<file path="src/rtl/bitty_pkg.sv">
// Shared types and constants for the bitty core and its instruction sequencer.
package bitty_pkg;

    // Opcode lives in instr[2:0]
    typedef enum logic [2:0] {
        OpInc = 3'd0,
        OpDec = 3'd1,
        OpNot = 3'd2,
        OpShr = 3'd3,
        OpShl = 3'd4,
        OpXor = 3'd5,
        OpAnd = 3'd6,
        OpClr = 3'd7
    } opcode_e;

    typedef enum logic [1:0] {
        StIdle = 2'd0,
        StSync = 2'd1,
        StRun  = 2'd2
    } seq_state_t;

    localparam int unsigned CORE_PERIOD = 4;

endpackage

</file>
<file path="src/rtl/bitty_prog_mem.sv">
// Program buffer: DEPTH x 16 register array, one synchronous write port and one
// asynchronous read port. Contents are deliberately not reset.
module bitty_prog_mem #(
    parameter int unsigned DEPTH = 16,
    parameter int unsigned AW    = $clog2(DEPTH)
) (
    input  logic          clk,
    input  logic          we,
    input  logic [AW-1:0] waddr,
    input  logic [15:0]   wdata,
    input  logic [AW-1:0] raddr,
    output logic [15:0]   rdata
);

    logic [15:0] mem [DEPTH];

    always_ff @(posedge clk) begin
        if (we) begin
            mem[waddr] <= wdata;
        end
    end

    assign rdata = mem[raddr];

endmodule

</file>
<file path="src/rtl/bitty_sequencer.sv">
// Feeds a loaded program to one bitty core, one instruction per core done pulse,
// and reports each result with its program index.
module bitty_sequencer
    import bitty_pkg::*;
#(
    parameter int unsigned DEPTH      = 16,
    parameter int unsigned AW         = $clog2(DEPTH),
    parameter logic [15:0] IDLE_INSTR = 16'h0007,
    parameter int unsigned TIMEOUT    = 8
) (
    input  logic          clk,
    input  logic          reset_n,
    input  logic          prog_we,
    input  logic [AW-1:0] prog_addr,
    input  logic [15:0]   prog_data,
    input  logic [AW:0]   prog_len,
    input  logic          start,
    output logic          busy,
    output logic [15:0]   instr_out,
    input  logic          core_done,
    input  logic [15:0]   core_result,
    output logic          res_valid,
    output logic [15:0]   res_data,
    output logic [AW-1:0] res_idx,
    output logic          finished,
    output logic [15:0]   final_result,
    output logic          err
);

    localparam int unsigned TW = $clog2(TIMEOUT + 1);

    seq_state_t    state_q, state_d;
    logic [AW:0]   len_q, len_d;
    logic [AW-1:0] idx_q, idx_d;
    logic [TW-1:0] timer_q, timer_d;
    logic [15:0]   instr_q, instr_d;
    logic          res_valid_q, res_valid_d;
    logic [15:0]   res_data_q, res_data_d;
    logic [AW-1:0] res_idx_q, res_idx_d;
    logic          finished_q, finished_d;
    logic [15:0]   final_q, final_d;
    logic          err_q, err_d;

    logic          mem_we;
    logic [AW-1:0] mem_raddr;
    logic [15:0]   mem_rdata;
    logic          last_instr;

    // Writes only land while idle and not colliding with a start request
    assign mem_we    = prog_we && (state_q == StIdle) && !start;
    // SYNC fetches entry 0; RUN prefetches the entry after the one in flight
    assign mem_raddr = (state_q == StRun) ? idx_q + AW'(1) : '0;

    bitty_prog_mem #(
        .DEPTH (DEPTH),
        .AW    (AW)
    ) u_prog_mem (
        .clk   (clk),
        .we    (mem_we),
        .waddr (prog_addr),
        .wdata (prog_data),
        .raddr (mem_raddr),
        .rdata (mem_rdata)
    );

    assign last_instr = ({1'b0, idx_q} == (len_q - (AW+1)'(1)));

    always_comb begin
        state_d     = state_q;
        len_d       = len_q;
        idx_d       = idx_q;
        timer_d     = timer_q;
        instr_d     = instr_q;
        res_valid_d = 1'b0;
        res_data_d  = res_data_q;
        res_idx_d   = res_idx_q;
        finished_d  = 1'b0;
        final_d     = final_q;
        err_d       = err_q;

        unique case (state_q)
            StIdle: begin
                instr_d = IDLE_INSTR;
                timer_d = '0;
                if (start) begin
                    if (prog_len != '0) begin
                        state_d = StSync;
                        err_d   = 1'b0;
                        len_d   = (prog_len > (AW+1)'(DEPTH)) ? (AW+1)'(DEPTH) : prog_len;
                    end else begin
                        finished_d = 1'b1;
                    end
                end
            end
            StSync, StRun: begin
                if (core_done) begin
                    timer_d = '0;
                    if (state_q == StSync) begin
                        instr_d = mem_rdata;
                        idx_d   = '0;
                        state_d = StRun;
                    end else begin
                        res_valid_d = 1'b1;
                        res_data_d  = core_result;
                        res_idx_d   = idx_q;
                        if (last_instr) begin
                            instr_d    = IDLE_INSTR;
                            final_d    = core_result;
                            finished_d = 1'b1;
                            state_d    = StIdle;
                        end else begin
                            idx_d   = idx_q + AW'(1);
                            instr_d = mem_rdata;
                        end
                    end
                end else if (timer_q == TW'(TIMEOUT - 1)) begin
                    err_d   = 1'b1;
                    instr_d = IDLE_INSTR;
                    timer_d = '0;
                    state_d = StIdle;
                end else begin
                    timer_d = timer_q + TW'(1);
                end
            end
            default: begin
                state_d = StIdle;
                instr_d = IDLE_INSTR;
            end
        endcase
    end

    always_ff @(posedge clk or negedge reset_n) begin
        if (!reset_n) begin
            state_q     <= StIdle;
            len_q       <= '0;
            idx_q       <= '0;
            timer_q     <= '0;
            instr_q     <= IDLE_INSTR;
            res_valid_q <= 1'b0;
            res_data_q  <= '0;
            res_idx_q   <= '0;
            finished_q  <= 1'b0;
            final_q     <= '0;
            err_q       <= 1'b0;
        end else begin
            state_q     <= state_d;
            len_q       <= len_d;
            idx_q       <= idx_d;
            timer_q     <= timer_d;
            instr_q     <= instr_d;
            res_valid_q <= res_valid_d;
            res_data_q  <= res_data_d;
            res_idx_q   <= res_idx_d;
            finished_q  <= finished_d;
            final_q     <= final_d;
            err_q       <= err_d;
        end
    end

    assign busy         = (state_q != StIdle);
    assign instr_out    = instr_q;
    assign res_valid    = res_valid_q;
    assign res_data     = res_data_q;
    assign res_idx      = res_idx_q;
    assign finished     = finished_q;
    assign final_result = final_q;
    assign err          = err_q;

endmodule

</file>
<file path="config.mk">
export PLATFORM = sky130hd
export DESIGN_NAME = bitty_sequencer
export DESIGN_NICKNAME = d
export VERILOG_FILES = /design/src/rtl/bitty_pkg.sv /design/src/rtl/bitty_prog_mem.sv /design/src/rtl/bitty_sequencer.sv
export SDC_FILE = /design/constraint.sdc
export NUM_CORES = 1
export LEC_CHECK = 0
export ABC_AREA = 1
export ABC_CLOCK_PERIOD_IN_PS = 4100
export CORE_UTILIZATION = 38
export CTS_CLUSTER_SIZE = 14
export DETAILED_ROUTE_END_ITERATION = 8
export PLACE_DENSITY = 0.54
export SLEW_MARGIN = 15
export SYNTH_ARGS = -nofsm -noshare
export SYNTH_HDL_FRONTEND = slang
export SYNTH_HIERARCHICAL = 1
export SYNTH_SLANG_ARGS = --single-unit
</file>
<file path="constraint.sdc">
create_clock -name clk -period 4.1 [get_ports clk]
set_input_delay 0.41 -clock clk [delete_from_list [all_inputs] [get_ports clk]]
set_output_delay 0.41 -clock clk [all_outputs]
set_load 0.005 [all_outputs]
</file>
==> results of run 1 <==
-- per-stage QoR --
step	utilization	hold slack, ns	total power [mW]	instance area [sq um]	std cells
floorplan	-	0.114	5.59	14300	1446
global placement	0.428	0.454	6.64	15700	1971
detailed placement	0.428	0.457	6.67	15700	1971
CTS	0.459	0.0220	9.81	16900	2035
global route	0.459	0.0793	10.2	16900	2035
finish	0.459	0.0171	9.68	16900	2035
-- cell type report --
| cell class | instances | share of cell area |
|---|---|---|
| inverter | 235 | 0.0524 |
| sequential | 326 | 0.560 |
| tap | 468 | 0.0347 |
| multi-input combinational | 825 | 0.216 |
| timing repair buffer | 117 | 0.0697 |
| clock inverter | 12 | 0.00467 |
| clock buffer | 52 | 0.0625 |
-- placed cells by master, fill, tap and decap left out, drive strengths merged, types with 9 or more instances in the layout --
cell type and n:
ha 9, dfrtp 67, clkinv 11, nand3 224, clkdlybuf4s50 100, buf 17, clkbuf 52, nand2 514
o21ai 24, edfxtp 256, nor2 32, inv 235
-- layer usage --
| layer | vias to the layer above | GRT usage | wire (um) |
|---|---|---|---|
| met5 | - | 0 | 0 |
| met4 | 0 | 0.0477 | 685 |
| met3 | 44 | 0.0346 | 2200 |
| met2 | 285 | 0.310 | 16700 |
| met1 | 4697 | 0.266 | 16400 |
| li1 | 4822 | - | - |
-- state kept, by name (all words and copies together), names as in the netlist --
register,flops
final_result,16
err,1
res_valid,1
res_idx,4
timer_q,4
instr_out,16
res_data,16
finished,1
len_q,5
idx_q,4
state_q,2
u_prog_mem/mem,256
-- power groups by stage --
| stage | clock (mW) | combinational (mW) | sequential, mW |
|---|---|---|---|
| after floorplan | 0 | 1.46 | 4.13 |
| after global placement | 0 | 2.51 | 4.14 |
| after detailed placement | 0 | 2.52 | 4.15 |
| after CTS | 3.19 | 2.54 | 4.08 |
| after global routing | 3.30 | 2.81 | 4.12 |
| final | 3.10 | 2.50 | 4.08 |
-- kinds of logic after synthesis --
| group | Yosys count | share of synthesized area |
|---|---|---|
| AO/OA/AOI/OAI | 30 | 0.0108 |
| XOR/XNOR | 4 | 0.00245 |
| adder cells (fa/ha/maj) | 9 | 0.00788 |
| buffers and inverters | 295 | 0.0870 |
| flip-flops | 326 | 0.661 |
| AND/OR/NAND/NOR | 782 | 0.231 |
-- final timing paths --
path / endpoint / slack (ns) / cells past startpoint
setup / recovery: u_prog_mem/mem[12][4]$_DFFE_PP_ / 1.21 / 6
hold / removal: res_idx[3]$_DFFE_PN0P_ / 0.02 / 1
setup reg to reg: u_prog_mem/mem[12][4]$_DFFE_PP_ / 1.21 / 6
hold reg to reg: res_data[8]$_DFFE_PN0P_ / 0.47 / 2
max in group asynchronous: final_result[14]$_DFFE_PN0P_ / 3.11 / 2
min in group clk: res_data[2]$_DFFE_PN0P_ / 0.46 / 3
==> results.ini, run 1 <==
[route]
number_of_detailed_route_iterations_in_the_first_pass = 5
avgRoutedWirePerCell_um = 17.7
routed_via_density = 4.84
wl_mm = 36.0
dr_drc_count = 0
via_count = 9848
drt_first_iter_violations = 778
drtAntennaViolNets = 0

[die]
io_pins = 102
die_area_sq_mm = 0.0384
std_cell_rows = 70
chipHeight_um = 196
initial_core_util = 0.388
floorplan_die_width_um = 196
placeableCoreArea_sq_mm = 0.0368

[critical_path]
timing.critical_path.slowest_cell_delay_ns = 0.80
critPathBufInv = 1
worstPathCellList = inv_1 -> ha_1 -> nand2_1 -> nor2_1 -> nand3_1 -> nor2_2
worst-path-max-fanout = 16
worst_setup_path_class = reg -> reg
critPathLaunch = state_q[0]$_DFFE_PN0P_
critical_path.slowest_cell = sky130_fd_sc_hd__nor2_2
crit_end_element = flip-flop
crit-reg2reg-launch = state_q[0]$_DFFE_PN0P_
path_delay_family = simple AND/OR/NAND/NOR gates
required_ns = 4.24
crit_arrival_ns = 3.03
worstSetupStartpointType = flip-flop

[grt]
antenna_violations_before_repair = 0
grt-ovfl-total = 0
grt_first_pass_wirelength_mm = 56.1
groute.usage.overall = 0.191
via_count_of_the_first_global_routing_pass = 9442
largest_net_degree_at_the_start_of_global_routing = 129

[sta]
top_achievable_clock_speed_mhz = 346
finalCritPeriodShare = 0.706
setup-tns-final_ns = 0
relative_slew_slack = 0.356
layout_min_cycle_time_ns = 2.89
finalSetupViolations = 0
max_transition_viols_final = 0
hold_viol_final = 0
skew_ns = 0.0118
rsz0062_at_grt = no
setup_ws_ns = 1.21
worst-slew-pin-transition_ns = 0.962

[power]
clkPwrFrac = 0.320
peak_supply_drop_mv = 0.288
power.combinational.fraction = 0.259
seqPwrFrac = 0.421
total_power_density_per_cell_area_mw_per_mm2 = 574
p_leak_nw = 7.35
power.share.switching = 0.309
switching_power_mw = 2.99
power_report.internal_total_mw = 6.69

[clock_network]
hold_buffers = 0
cts_inserted_buffers = 37
clock_tree.root_cell = sky130_fd_sc_hd__clkbuf_16
clock_path_buffers = 3
h-tree-depth = 2
numClockSinks = 326
post_cts_resized = 0
clock_latency_ns = 0.52
clkSlewWorstSetupHoldPaths_ns = 0.06
post_cts_buffers = 0
cts_tree = built

[final_layout]
layout-drive-gt1-share = 0.0664
register_area_sq_mm = 0.00944
fillerInstances = 3525
multi_input_area_sq_mm = 0.00365
n_antenna_cell = 0
layout.nets = 1597
area_growth_from_synthesis_to_layout_pct = 18.1

[synth]
synth.cells.most_frequent = 512 x sky130_fd_sc_hd__nand2_1, 256 x sky130_fd_sc_hd__edfxtp_1, 228 x sky130_fd_sc_hd__inv_1, 223 x sky130_fd_sc_hd__nand3_1, 67 x sky130_fd_sc_hd__dfrtp_1
syn_nets = 1501
syn_area_sq_mm = 0.0143
synthDistinctLibCells = 30
synthTopCellsByArea = sky130_fd_sc_hd__edfxtp_1 54%, sky130_fd_sc_hd__nand2_1 13%, sky130_fd_sc_hd__dfrtp_1 12%
ys_seq_elements = 326
synth_seq_area_share = 0.661
synth.most_common_cell = sky130_fd_sc_hd__nand2_1
synth.avg_cell_area_sq_um = 9.88
yosysWarningCount = 6
synth_largest_type_area_fraction = 0.538
gate_count_post_synth = 1446
synth-async-reset-ratio = 0.215
synth_enable_flop_cells = 256
yosys_most_used_dff = sky130_fd_sc_hd__edfxtp_1
synthDominantAreaCellType = sky130_fd_sc_hd__edfxtp_1

[place]
hpwl_mm = 22.6
io_buffer_count = 101
gp_congestion = 0.790
place_ws_ns = 1.24

[run_status]
run_status = completed

[min_path]
min_path_type = in -> async

[run]
max_capacitance_violation_count = 0

(Power assumes the default switching activity.)
==> run 2, diff against run 1 <==
--- a/config.mk
+++ b/config.mk
@@ -6,11 +6,11 @@
 export NUM_CORES = 1
 export LEC_CHECK = 0
 export ABC_AREA = 1
-export ABC_CLOCK_PERIOD_IN_PS = 4100
+export ABC_CLOCK_PERIOD_IN_PS = 2300
 export CORE_UTILIZATION = 38
 export CTS_CLUSTER_SIZE = 14
 export DETAILED_ROUTE_END_ITERATION = 8
-export PLACE_DENSITY = 0.54
+export PLACE_DENSITY = 0.56
 export SLEW_MARGIN = 15
 export SYNTH_ARGS = -nofsm -noshare
 export SYNTH_HDL_FRONTEND = slang
==> constraint.sdc (replaced) <==
create_clock -name clk -period 2.3 [get_ports clk]
set_input_delay 0.23 -clock clk [delete_from_list [all_inputs] [get_ports clk]]
set_output_delay 0.23 -clock clk [all_outputs]
set_load 0.005 [all_outputs]
==> run 2 against run 1 <==
- sequential power is 79% higher
- count of clock-buffer cells in the layout is 3 lower
- non-clock buffer count is 54 higher
- first-iteration DRC count is 16% lower
- critical path type is now reg -> out
- register-to-register slack worse by 1.1 ns
- power is 86% higher
- worst hold slack better by 0.12 ns
- combinational power is 89% higher
- utilization is 1.9 points higher
- critical path depth stayed put
- setup slack worse by 1.1 ns
- flip-flop and latch count stayed put
==> results.ini, run 2 (synthesis results as in run 1) <==
[final_layout]
fillerInstances = 3364  ; was 3525
final_cell_mix = 512 x sky130_fd_sc_hd__nand2_1, 256 x sky130_fd_sc_hd__edfxtp_1, 227 x sky130_fd_sc_hd__inv_1  ; unchanged
n_antenna_cell = 0  ; unchanged
layout-drive-gt1-share = 0.100  ; was 0.0664
largest_register_ffs = 256  ; unchanged
postLayoutCellArea_sq_mm = 0.0176  ; was 0.0169 sq mm
commonest_non_fill_non_tap_cell_in_the_layout = sky130_fd_sc_hd__nand2_1  ; unchanged
fin_util = 0.478  ; was 0.459
layout.nets = 1651  ; was 1597
area_growth_from_synthesis_to_layout_pct = 23.1  ; was 18.1%
regMostFlops = u_prog_mem/mem  ; unchanged

[grt]
largest_net_degree_at_the_start_of_global_routing = 83  ; was 129
antenna_violations_before_repair = 0  ; unchanged
via_count_of_the_first_global_routing_pass = 9704  ; was 9442
grt-ovfl-total = 0  ; unchanged
groute.usage.overall = 0.199  ; was 0.191
grt_first_pass_wirelength_mm = 58.2  ; was 56.1 mm

[sta]
relative_slew_slack = 0.537  ; was 0.356
finalSetupViolations = 0  ; unchanged
hold_viol_final = 0  ; unchanged
layout_min_cycle_time_ns = 2.20
worst-slew-pin-transition_ns = 0.693  ; was 0.962 ns
skew_ns = 0.0209  ; was 0.0118 ns
finalCritPeriodShare = 0.955
fin_worst_hold_slack_ns = 0.137  ; was 0.0171 ns
max_transition_viols_final = 0  ; unchanged
top_achievable_clock_speed_mhz = 455

[critical_path]
worstSetupStartpointType = flip-flop  ; unchanged
worst-path-max-fanout = 5  ; was 16
required_ns = 2.07  ; was 4.24 ns
worst_setup_path_class = reg -> out  ; was reg -> reg
crit_arrival_ns = 1.97  ; was 3.03 ns
crit_end_element = output port  ; was flip-flop

[die]
chipHeight_um = 196  ; unchanged
io_pins = 102  ; unchanged
initial_core_util = 0.388  ; unchanged
placeableCoreArea_sq_mm = 0.0368  ; unchanged
floorplan_die_width_um = 196  ; unchanged
die_area_sq_mm = 0.0384  ; unchanged
std_cell_rows = 70  ; unchanged

[route]
drtAntennaViolNets = 0  ; unchanged
routed_via_density = 4.80  ; was 4.84
number_of_detailed_route_iterations_in_the_first_pass = 7  ; was 5
via_count = 10000  ; was 9848
drt_first_iter_violations = 656  ; was 778
wl_mm = 38.2  ; was 36.0 mm
avgRoutedWirePerCell_um = 18.2  ; was 17.7 um
dr_drc_count = 0  ; unchanged

[place]
io_buffer_count = 101  ; unchanged
hpwl_mm = 23.7  ; was 22.6 mm
placedInstanceArea_sq_mm = 0.0163  ; was 0.0157 sq mm
gp_congestion = 0.802  ; was 0.790

[clock_network]
clock_path_buffers = 3  ; unchanged
clock_tree.root_cell = sky130_fd_sc_hd__clkbuf_16  ; unchanged
cts_inserted_buffers = 37  ; unchanged
clock_latency_ns = 0.53  ; was 0.52 ns
numClockSinks = 326  ; unchanged
cts_tree = built  ; unchanged
h-tree-depth = 2  ; unchanged
clkSlewWorstSetupHoldPaths_ns = 0.05  ; was 0.06 ns

[power]
p_leak_nw = 7.75  ; was 7.35 nW
total_power_density_per_cell_area_mw_per_mm2 = 1030  ; was 574 mW/mm^2
peak_supply_drop_mv = 0.548  ; was 0.288 mV

[run]
max_capacitance_violation_count = 0  ; unchanged

[run_status]
run_status = completed  ; unchanged

[min_path]
min_path_type = in -> async  ; unchanged

-- run 2: cell count changes in the layout (fill, tap and decap cells not counted), moves of 2 or more --
cell and delta:
sky130_fd_sc_hd__buf_4 +36, sky130_fd_sc_hd__bufinv_16 +4, sky130_fd_sc_hd__buf_12 +11, sky130_fd_sc_hd__clkbuf_16 +2, sky130_fd_sc_hd__clkinv_2 +3, sky130_fd_sc_hd__buf_6 +2
sky130_fd_sc_hd__clkbuf_8 -2, sky130_fd_sc_hd__clkinv_1 -2
-- run 2: area by class of cell --
| type | count | area [sq um] | share of cell area |
|---|---|---|---|
| Multi-Input combinational cell | 825 | 3650 | 0.207 |
| Clock inverter | 19 | 223 | 0.0127 |
| Timing Repair Buffer | 171 | 1790 | 0.102 |
| Inverter | 235 | 883 | 0.0502 |
| Clock buffer | 49 | 1010 | 0.0576 |
| Tap cell | 468 | 586 | 0.0333 |
| Sequential cell | 326 | 9440 | 0.537 |
-- run 2: where the power goes --
group          total (mW)  leakage (nW)  internal (mW)  switching (mW)
registers            7.31          3.22           6.93           0.379
clock network        6.00         0.601           3.67            2.32
logic                4.73          3.93           1.93            2.80
-- run 2: worst paths after layout --
check / startpoint / endpoint / slack, ns / depth (start not counted)
max: state_q[0]$_DFFE_PN0P_ / busy / 0.10 / 6
min: reset_n / res_idx[1]$_DFFE_PN0P_ / 0.14 / 2
max reg2reg: state_q[0]$_DFFE_PN0P_ / instr_out[2]$_DFFE_PN1N_ / 0.14 / 15
min reg2reg: res_data[7]$_DFFE_PN0P_ / res_data[7]$_DFFE_PN0P_ / 0.47 / 2
max in group asynchronous: reset_n / instr_out[2]$_DFFE_PN1N_ / 1.57 / 3
min in group clk: core_result[2] / res_data[2]$_DFFE_PN0P_ / 0.30 / 3
-- run 2: layer usage --
layer | vias up | GRT usage | routed length [um]
li1 | 4935 | - | -
met1 | 4776 | 0.275 | 17400
met2 | 292 | 0.324 | 17700
met3 | 46 | 0.0390 | 2450
met4 | 0 | 0.0466 | 654
met5 | - | 0 | 0
-- run 2: repair_timing --
| action | CTS | global route |
|---|---|---|
| hold buffers | 1 | 0 |
| resized for setup | 0 | 4 |
| endpoints found under the setup margin | 0 | 19 |
| endpoints found under the hold margin | 67 | 0 |
| buffers inserted | 0 | 3 |
-- run 2: worst max-delay path, stage by stage (launching register included) --
cell                              delay, ns
sky130_fd_sc_hd__dfrtp_1               0.37
sky130_fd_sc_hd__inv_1                 0.07
sky130_fd_sc_hd__buf_4                 0.14
sky130_fd_sc_hd__ha_1                  0.20
sky130_fd_sc_hd__buf_4                 0.15
sky130_fd_sc_hd__inv_1                 0.05
sky130_fd_sc_hd__clkdlybuf4s50_1       0.48
-- run 2: through the flow --
stage	TNS [ns]	power, mW	instances	setup WS [ns]
floorplan	0	9.96	1446	0.0697
global placement	0	12.0	2018	0.141
detailed placement	0	12.1	2018	0.122
CTS	0	18.1	2087	0.0551
global route	-0.00316	19.0	2093	-0.00287
finish	0	18.0	2093	0.104
==> run 3, diff against run 2 <==
==> constraint.sdc (replaced) <==
create_clock -name clk -period 2.3 [get_ports clk]
set_input_delay 0.345 -clock clk [delete_from_list [all_inputs] [get_ports clk]]
set_output_delay 0.345 -clock clk [all_outputs]
set_load 0.005 [all_outputs]
==> run 3 against run 2 <==
- maximum frequency up 2.7%
- wire length up 2.1%
- register-to-register slack better by 0.02 ns
- clock skew up 0.0032 ns
- critical path type is now reg -> reg
- largest power group unchanged
==> results.ini, run 3 (synthesis results as in run 1) <==
[run_status]
run_status = completed  ; unchanged

[power]
power.combinational.fraction = 0.275  ; was 0.262
total_power_density_per_cell_area_mw_per_mm2 = 1010  ; was 1030 mW/mm^2
clkPwrFrac = 0.313  ; was 0.332
seqPwrFrac = 0.412  ; was 0.405
peak_supply_drop_mv = 0.488  ; was 0.548 mV
switching_power_mw = 5.56  ; was 5.51 mW
power_report.internal_total_mw = 12.3  ; was 12.5 mW
power_mw = 17.8  ; was 18.0 mW
p_leak_nw = 7.80  ; was 7.75 nW
power.share.switching = 0.312  ; was 0.305

[sta]
max_transition_viols_final = 0  ; unchanged
hold_viol_final = 0  ; unchanged
skew_ns = 0.0241  ; was 0.0209 ns
setup-tns-final_ns = 0  ; unchanged
relative_slew_slack = 0.537  ; about the same
layout_min_cycle_time_ns = 2.14  ; was 2.20 ns
top_achievable_clock_speed_mhz = 468  ; was 455 MHz
worst-slew-pin-transition_ns = 0.692  ; was 0.693 ns
finalSetupViolations = 0  ; unchanged
finalCritPeriodShare = 0.930  ; was 0.955

[clock_network]
clkSlewWorstSetupHoldPaths_ns = 0.06  ; was 0.05 ns
cts_tree = built  ; unchanged
clock_tree.root_cell = sky130_fd_sc_hd__clkbuf_16  ; unchanged
cts_inserted_buffers = 36  ; was 37
clock_path_buffers = 3  ; unchanged
h-tree-depth = 2  ; unchanged
numClockSinks = 326  ; unchanged
clock_latency_ns = 0.52  ; was 0.53 ns

[route]
met3_length_mm = 2.73  ; was 2.45 mm
via_count = 10300  ; was 10000
drt-met1-wl_mm = 17.6  ; was 17.4 mm
wl_mm = 39.0  ; was 38.2 mm
number_of_detailed_route_iterations_in_the_first_pass = 5  ; was 7
dr_drc_count = 0  ; unchanged
wl_met2_mm = 17.6  ; was 17.7 mm
top_layer_used = met5  ; was met4
avgRoutedWirePerCell_um = 18.5  ; was 18.2 um
routed_via_density = 4.88  ; was 4.80
drtAntennaViolNets = 0  ; unchanged
drt_first_iter_violations = 706  ; was 656

[die]
chipHeight_um = 196  ; unchanged
io_pins = 102  ; unchanged
std_cell_rows = 70  ; unchanged
die_area_sq_mm = 0.0384  ; unchanged
floorplan_die_width_um = 196  ; unchanged
initial_core_util = 0.388  ; unchanged
placeableCoreArea_sq_mm = 0.0368  ; unchanged

[place]
dp_cells = 2024  ; was 2018
hpwl_mm = 23.5  ; was 23.7 mm
io_buffer_count = 101  ; unchanged
gp_congestion = 0.792  ; was 0.802

[critical_path]
crit_arrival_ns = 2.57  ; was 1.97 ns
critical_path.reg2reg.endpoint = instr_out[8]$_DFFE_PN0N_  ; was instr_out[2]$_DFFE_PN1N_
crit-reg2reg-launch = state_q[1]$_DFFE_PN0P_  ; was state_q[0]$_DFFE_PN0P_
required_ns = 2.73  ; was 2.07 ns
worst_setup_path_class = reg -> reg  ; was reg -> out
crit_end_element = flip-flop  ; was output port
critPathLaunch = state_q[1]$_DFFE_PN0P_  ; was state_q[0]$_DFFE_PN0P_
worst-path-max-fanout = 14  ; was 5
r2r_cells = 16  ; was 15
worstSetupStartpointType = flip-flop  ; unchanged
reg2reg_setup_slack_ns = 0.16  ; was 0.14 ns

[final_layout]
regMostFlops = u_prog_mem/mem  ; unchanged
layout-drive-gt1-share = 0.108  ; was 0.100
final_cells = 2102  ; was 2093
commonest_non_fill_non_tap_cell_in_the_layout = sky130_fd_sc_hd__nand2_1  ; unchanged
final_cell_mix = 512 x sky130_fd_sc_hd__nand2_1, 256 x sky130_fd_sc_hd__edfxtp_1, 225 x sky130_fd_sc_hd__inv_1  ; was 512 x sky130_fd_sc_hd__nand2_1, 256 x sky130_fd_sc_hd__edfxtp_1, 227 x sky130_fd_sc_hd__inv_1
layout.nets = 1661  ; was 1651
largest_register_ffs = 256  ; unchanged
area_growth_from_synthesis_to_layout_pct = 23.8  ; was 23.1%
fin_util = 0.481  ; was 0.478

[grt]
largest_net_degree_at_the_start_of_global_routing = 97  ; was 83
antenna_violations_before_repair = 2  ; was 0
groute.usage.overall = 0.198  ; was 0.199
grt_first_pass_wirelength_mm = 57.6  ; was 58.2 mm
grt-ovfl-total = 0  ; unchanged
via_count_of_the_first_global_routing_pass = 9727  ; was 9704

[run]
max_capacitance_violation_count = 0  ; unchanged

[min_path]
min_path_type = in -> async  ; unchanged

[run 3: repair_timing]
action / CTS / global route
pin swaps: 0 / 1
endpoints found under the setup margin: 1 / 8
gates resized for setup: 0 / 11
gates cloned: 0 / 5
buffers inserted: 1 / 5
hold buffers: 1 / 0
endpoints found under the hold margin: 17 / 0
[run 3: power by group through the flow]
stage / combinational [mW] / sequential (mW) / clock [mW]
global route: 5.44 / 7.40 / 5.92
global placement: 4.61 / 7.46 / 0
finish: 4.90 / 7.34 / 5.58
CTS: 4.70 / 7.34 / 5.69
detailed placement: 4.67 / 7.46 / 0
floorplan: 2.61 / 7.36 / 0
[run 3: how the worst max path moves through the flow]
| stage | end | cells past startpoint |
|---|---|---|
| 6_report | instr_out[8]$_DFFE_PN0N_ | 16 |
| 5_1_grt | instr_out[15]$_DFFE_PN0N_ | 16 |
| 4_1_cts | busy | 6 |
| 3_5_place_dp | instr_out[15]$_DFFE_PN0N_ | 14 |
| 3_3_place_gp | instr_out[5]$_DFFE_PN0N_ | 14 |
| 2_1_floorplan | u_prog_mem/mem[12][0]$_DFFE_PP_ | 6 |
[run 3: cell type report]
type,instances,area (sq um)
Fill cell,3347,19100
Sequential cell,326,9440
Multi-Input combinational cell,825,3650
Timing Repair Buffer,182,1960
Clock buffer,54,1060
Clock inverter,11,88.8
Antenna cell,1,2.50
Inverter,235,890
Tap cell,468,586
[run 3: critical path: stages, from the launching register on]
cell	delay [ns]
sky130_fd_sc_hd__dfrtp_1	0.38
sky130_fd_sc_hd__buf_4	0.13
sky130_fd_sc_hd__ha_1	0.19
sky130_fd_sc_hd__inv_2	0.10
sky130_fd_sc_hd__nor2_4	0.05
sky130_fd_sc_hd__buf_12	0.15
sky130_fd_sc_hd__inv_8	0.11
sky130_fd_sc_hd__buf_16	0.16
sky130_fd_sc_hd__buf_4	0.14
sky130_fd_sc_hd__nand2_1	0.05
sky130_fd_sc_hd__nand2_1	0.06
sky130_fd_sc_hd__nand2_1	0.05
sky130_fd_sc_hd__nand3_1	0.07
sky130_fd_sc_hd__nand3_1	0.11
sky130_fd_sc_hd__nand2_1	0.08
sky130_fd_sc_hd__nand2_1	0.04
sky130_fd_sc_hd__o21ai_0	0.17
[run 3: through the flow]
step           hold WS, ns  cell area (sq um)  worst slack [ns]
2_1_floorplan       0.0494              14300            0.0697
3_3_place_gp         0.362              16300             0.162
3_5_place_dp         0.363              16300             0.143
4_1_cts              0.347              17500           0.00146
5_1_grt              0.393              17700           -0.0116
6_report             0.348              17700             0.161
[run 3: per-layer routing]
metal	track usage	vias up
li1	-	4949
met1	0.275	4899
met2	0.318	347
met3	0.0323	64
met4	0.0639	2
met5	0	-
